[src/rtl/instr_encoder.sv]
// instr_encoder
//   Streaming RV32I instruction encoder. Takes decoded instruction fields,
//   packs them into the 32-bit R/I/S/B/U/J layouts, and emits each word with
//   a target word address. Two-stage valid/ready pipeline:
//     stage A : raw fields, loaded on the input handshake
//     stage B : encoded word + error flag, loaded from A through the packer
//   The address counter advances by 4 on every output handshake.
//
// Ports
//   clk, rst_n            clock, asynchronous active-low reset
//   clr                   synchronous flush (drops in-flight words, reloads addr)
//   in_valid / in_ready   input handshake
//   in_fmt                0=R 1=I 2=S 3=B 4=U 5=J, 6/7 illegal
//   in_opcode, in_funct3, in_funct7, in_rd, in_rs1, in_rs2, in_imm
//                         instruction fields (imm is a signed byte offset,
//                         or the full upper value for U)
//   out_valid / out_ready output handshake
//   out_instr             encoded word
//   out_addr              word address of out_instr
//   out_err               immediate does not fit the format, or illegal fmt
module instr_encoder #(
    parameter int ADDR_W    = 32,
    parameter int BASE_ADDR = 0
) (
    input  logic              clk,
    input  logic              rst_n,
    input  logic              clr,
    input  logic              in_valid,
    output logic              in_ready,
    input  logic [2:0]        in_fmt,
    input  logic [6:0]        in_opcode,
    input  logic [2:0]        in_funct3,
    input  logic [6:0]        in_funct7,
    input  logic [4:0]        in_rd,
    input  logic [4:0]        in_rs1,
    input  logic [4:0]        in_rs2,
    input  logic [31:0]       in_imm,
    output logic              out_valid,
    input  logic              out_ready,
    output logic [31:0]       out_instr,
    output logic [ADDR_W-1:0] out_addr,
    output logic              out_err
);

    localparam logic [2:0] FMT_R = 3'd0;
    localparam logic [2:0] FMT_I = 3'd1;
    localparam logic [2:0] FMT_S = 3'd2;
    localparam logic [2:0] FMT_B = 3'd3;
    localparam logic [2:0] FMT_U = 3'd4;
    localparam logic [2:0] FMT_J = 3'd5;

    localparam logic [31:0]       NOP  = 32'h0000_0013;
    localparam logic [ADDR_W-1:0] BASE = ADDR_W'(BASE_ADDR);
    localparam logic [ADDR_W-1:0] STEP = ADDR_W'(4);

    typedef struct packed {
        logic [2:0]  fmt;
        logic [6:0]  opcode;
        logic [2:0]  funct3;
        logic [6:0]  funct7;
        logic [4:0]  rd;
        logic [4:0]  rs1;
        logic [4:0]  rs2;
        logic [31:0] imm;
    } fields_t;

    // Stage A
    logic    a_valid_q, a_valid_d;
    fields_t a_q, a_d;
    // Stage B
    logic        b_valid_q, b_valid_d;
    logic [31:0] b_instr_q, b_instr_d;
    logic        b_err_q, b_err_d;
    // Address counter
    logic [ADDR_W-1:0] addr_q, addr_d;

    logic        in_fire, out_fire, a_adv;
    logic [31:0] enc_instr;
    logic        enc_err;
    fields_t     in_f;

    assign in_f = '{fmt: in_fmt, opcode: in_opcode, funct3: in_funct3,
                    funct7: in_funct7, rd: in_rd, rs1: in_rs1, rs2: in_rs2,
                    imm: in_imm};

    // A may accept when it is empty or when its word moves into B this cycle.
    assign in_ready = !a_valid_q || !b_valid_q || out_ready;
    assign in_fire  = in_valid && in_ready;
    assign out_fire = b_valid_q && out_ready;
    assign a_adv    = a_valid_q && (!b_valid_q || out_ready);

    // Packer. Fields are always packed from the truncated immediate; the
    // error flag only reports that the truncation lost information.
    always_comb begin
        enc_instr = NOP;
        enc_err   = 1'b0;
        unique case (a_q.fmt)
            FMT_R: enc_instr = {a_q.funct7, a_q.rs2, a_q.rs1, a_q.funct3,
                                a_q.rd, a_q.opcode};
            FMT_I: begin
                enc_instr = {a_q.imm[11:0], a_q.rs1, a_q.funct3, a_q.rd,
                             a_q.opcode};
                // bits 31:11 must all equal the sign bit of the 12-bit field
                enc_err   = !(&a_q.imm[31:11] || !(|a_q.imm[31:11]));
            end
            FMT_S: begin
                enc_instr = {a_q.imm[11:5], a_q.rs2, a_q.rs1, a_q.funct3,
                             a_q.imm[4:0], a_q.opcode};
                enc_err   = !(&a_q.imm[31:11] || !(|a_q.imm[31:11]));
            end
            FMT_B: begin
                enc_instr = {a_q.imm[12], a_q.imm[10:5], a_q.rs2, a_q.rs1,
                             a_q.funct3, a_q.imm[4:1], a_q.imm[11],
                             a_q.opcode};
                enc_err   = !(&a_q.imm[31:12] || !(|a_q.imm[31:12]))
                            || a_q.imm[0];
            end
            FMT_U: begin
                enc_instr = {a_q.imm[31:12], a_q.rd, a_q.opcode};
                enc_err   = |a_q.imm[11:0];
            end
            FMT_J: begin
                enc_instr = {a_q.imm[20], a_q.imm[10:1], a_q.imm[11],
                             a_q.imm[19:12], a_q.rd, a_q.opcode};
                enc_err   = !(&a_q.imm[31:20] || !(|a_q.imm[31:20]))
                            || a_q.imm[0];
            end
            default: begin
                enc_instr = NOP;
                enc_err   = 1'b1;
            end
        endcase
    end

    always_comb begin
        a_valid_d = a_valid_q;
        a_d       = a_q;
        b_valid_d = b_valid_q;
        b_instr_d = b_instr_q;
        b_err_d   = b_err_q;
        addr_d    = addr_q;

        if (a_adv) a_valid_d = 1'b0;
        if (in_fire) begin
            a_valid_d = 1'b1;
            a_d       = in_f;
        end

        if (out_fire) begin
            b_valid_d = 1'b0;
            addr_d    = addr_q + STEP;
        end
        if (a_adv) begin
            b_valid_d = 1'b1;
            b_instr_d = enc_instr;
            b_err_d   = enc_err;
        end

        // Flush wins over both handshakes; data registers may keep stale
        // contents since the valids gate them.
        if (clr) begin
            a_valid_d = 1'b0;
            b_valid_d = 1'b0;
            addr_d    = BASE;
        end
    end

    always_ff @(posedge clk or negedge rst_n) begin
        if (!rst_n) begin
            a_valid_q <= 1'b0;
            a_q       <= '0;
            b_valid_q <= 1'b0;
            b_instr_q <= '0;
            b_err_q   <= 1'b0;
            addr_q    <= BASE;
        end else begin
            a_valid_q <= a_valid_d;
            a_q       <= a_d;
            b_valid_q <= b_valid_d;
            b_instr_q <= b_instr_d;
            b_err_q   <= b_err_d;
            addr_q    <= addr_d;
        end
    end

    assign out_valid = b_valid_q;
    assign out_instr = b_instr_q;
    assign out_err   = b_err_q;
    assign out_addr  = addr_q;

endmodule
[config.mk]
export PLATFORM = sky130hd
export DESIGN_NAME = instr_encoder
export DESIGN_NICKNAME = d
export VERILOG_FILES = /design/src/rtl/instr_encoder.sv
export SDC_FILE = /design/constraint.sdc
export NUM_CORES = 1
export LEC_CHECK = 0
export ABC_CLOCK_PERIOD_IN_PS = 2000
export CORE_MARGIN = 2
export CORE_UTILIZATION = 41
export DETAILED_ROUTE_END_ITERATION = 10
export PLACE_DENSITY = 0.64
export SLEW_MARGIN = 20
export SYNTH_ARGS = -nofsm -noshare
export SYNTH_HDL_FRONTEND = slang
export SYNTH_SLANG_ARGS = --single-unit
[constraint.sdc]
create_clock -name clk -period 2 [get_ports clk]
set_input_delay 0.4 -clock clk [delete_from_list [all_inputs] [get_ports clk]]
set_output_delay 0.4 -clock clk [all_outputs]
set_load 0.02 [all_outputs]
==> results by group <==
Floorplanning
  • Initial core utilization: 0.422
  • Die width: 124 um
  • FP Rows: 43
  • Die Area: 15300 um^2
  • Top Ports: 139
  • Core Box Area: 13900 um^2
  • Die Ht: 124 um

GRT
  • Vias in the first global route: 4708
  • Tot GR Track Use: 0.206
  • Met1 Use GR: 0.267
  • Met3 GRT Util: 0.0531
  • Global-route wire length before repair: 23800 um
  • Met2 usage: 0.337
  • GR peak layer: met2
  • Total grt overflow: 0
  • Initial antenna violation count: 0
  • Pin count of the biggest net entering global routing: 53

Detailed routing
  • Vias per inst: 5.29
  • Routed len/inst: 17.1 um
  • Detail Route Antenna Nets: 0
  • Total Wirelength: 14700 um
  • Drc violations: 0
  • Drt initial violations: 235
  • Initial DRT Pass Iterations: 5
  • Via Count: 4546

Worst setup path
  • CP cell instances: clkdlybuf4s50_1 > and2b_1 > nand2_1 > dlygate4sd2_1
  • Slowest stage cell, crit path: clkdlybuf4s50_1
  • Crit path DAT: 1570 ps
  • Slowest stage delay, CP: 530 ps
  • Critical path required time: 1600 ps
  • Crit Path Max Fanout: 4
  • Startpoint types: input pin
  • Critical path class: input pin to output pin
  • Worst setup EP type: output pin

Power and ir drop
  • Pleak: 3.45 nW
  • Max VDD drop: 556 uV
  • Pwr Density: 916 nW/um^2
  • Power, Total: 7.50 mW

Synth
  • Dominant cells by area after synthesis: dfrtp_1 (56%), mux2_2 (13%), nor2_1 (5.0%)
  • Main synth FF type: dfrtp_1
  • Post-Synthesis Cell Area: 5880 um^2
  • Register area share after synthesis: 0.562
  • Cells after Synth: 512
  • Synth top area share: 0.562
  • EDFF count, synth: 0
  • Register bit total from synthesis: 132
  • Yosys warning count: 0
  • Syn Area/Cell: 11.5 um^2
  • Yosys cell types: 43
  • Largest area contributor in the netlist: dfrtp_1
  • Post-synth ARST share: 1.00

Cells and area
  • Final Util: 0.588
  • Share of layout cells above drive strength 1: 0.197
  • N_diodes: 0
  • Non-Filler Instances: 860
  • Nets@finish: 740
  • Area grow syn2layout: 39.4%
  • Final Cell Area: 8190 um^2
  • Commonest cells after routing, fill and taps aside: dfrtp_1 (132), clkdlybuf4s50_1 (132), nor2_1 (79)

Status
  • Outcome: complete, no violations

Placed design
  • Place WS: -223 ps
  • Post-placement cell area: 7600 um^2
  • Input/output buffers: 136
  • Final HPWL DP: 10700 um
  • Placer Congestion: 0.869
  • Post-Place Cells: 827

STA
  • RSZ-0062 raised after global routing: no
  • Slew Limit Fails: 0
  • Rel. slew slack: 0.615
  • Final worst slack: 29.3 ps
  • Fin crit period: 1970 ps
  • Final hold vios: 0
  • Final period util: 0.985
  • # setup viols final: 0
  • Worst-margin pin slew: 574 ps
  • Max Clk Rate: 507 MHz
  • Post-Route Skew: 8.31 ps

Clock tree
  • CTS clk-pin slew, worst paths: 60 ps
  • Post-CTS setup buffer count: 0
  • Total clock sinks: 132
  • Clock latency on the worst-skew pair: 420 ps
  • H-tree levels: 4
  • Total CTS buffers: 17
  • TritonCTS clock tree: built
  • Clock Tree Buf Depth: 2
  • CTS root buf: clkbuf_16

Flow run
  • Max Cap Viol: 0

Min path
  • Min-Delay Path Class: flip-flop to flip-flop
==> through the flow <==
stage	hold slack, ps	TNS (ps)
floorplan	104	0
global placement	384	-10840
detailed placement	380	-13510
CTS	482	0
global route	505	0
finish	477	0
==> worst max-delay path: cells and delay by family <==
kind	cells	cell delay (ps)
AND/OR/NAND/NOR	2	310
buffers and inverters	2	870
==> cell type report <==
type | instances | area (um^2)
clock buffer | 22 | 474
clock inverter | 10 | 105
fill | 1185 | 5740
inverter | 4 | 15.0
multi-input combinational | 348 | 2430
sequential | 132 | 3300
tap | 180 | 225
timing repair buffer | 164 | 1640
==> worst paths after layout <==
path / end / cells past startpoint / startpoint / slack [ps]
min reg2reg: out_instr[0]$_DFFE_PN0P_ / 1 / a_q[57]$_DFFE_PN0P_ / 480
max: in_ready / 4 / out_ready / 30
max reg2reg: out_addr[25]$_DFFE_PN0P_ / 5 / out_addr[8]$_DFFE_PN0P_ / 200
min: out_instr[0]$_DFFE_PN0P_ / 1 / a_q[57]$_DFFE_PN0P_ / 480
min in group asynchronous: a_q[59]$_DFFE_PN0P_ / 2 / rst_n / 520
max in group asynchronous: a_q[40]$_DFFE_PN0P_ / 3 / rst_n / 890
==> synthesized netlist by cell type, drive strengths merged (7+ instances only) <==
master,count
mux2,67
a22o,8
a221oi,19
nand2,33
a21oi,7
buf,15
nor4,9
nor3,8
xor2,24
clkbuf,14
dfrtp,132
nor2,80
nand4,16
nand3,16
o21ai,16
==> flip-flops by register name, indices dropped and copies added (netlist names) <==
register,count
out_err,1
out_addr,30
a_valid_q,1
out_valid,1
out_instr,32
a_q,67
==> where the power goes <==
group	internal [mW]	switching (mW)
Clock	1.92	1.10
Combinational	0.684	0.609
Sequential	2.96	0.240
==> metal layers <==
| layer | vias up | routed length, um |
|---|---|---|
| li1 | 2132 | - |
| met1 | 2265 | 6570 |
| met2 | 130 | 7100 |
| met3 | 19 | 820 |
| met4 | 0 | 212 |
| met5 | - | 0 |
==> kinds of logic (layout without fill, tap and decap cells) <==
kind of cell | count (synthesis) | count (layout) | share of synthesized area
compound gates | 66 | 66 | 0.0822
other cells | 1 | 2 | 0.000638
fa+ha+maj | 1 | 1 | 0.00213
flops | 132 | 132 | 0.562
simple gates | 176 | 176 | 0.143
buf+inv | 33 | 200 | 0.0264
xor+xnor | 30 | 30 | 0.0447
mux | 73 | 73 | 0.139
==> repair_timing <==
action                     4_1_cts  5_1_grt
pin swaps                        0        1
gates resized for setup          1        2
cloned                           0        0
hold endpoints to repair        50        0
hold buffers                     1        0
setup endpoints to repair        1        4
Note: power is estimated with default switching activity, not from simulation.
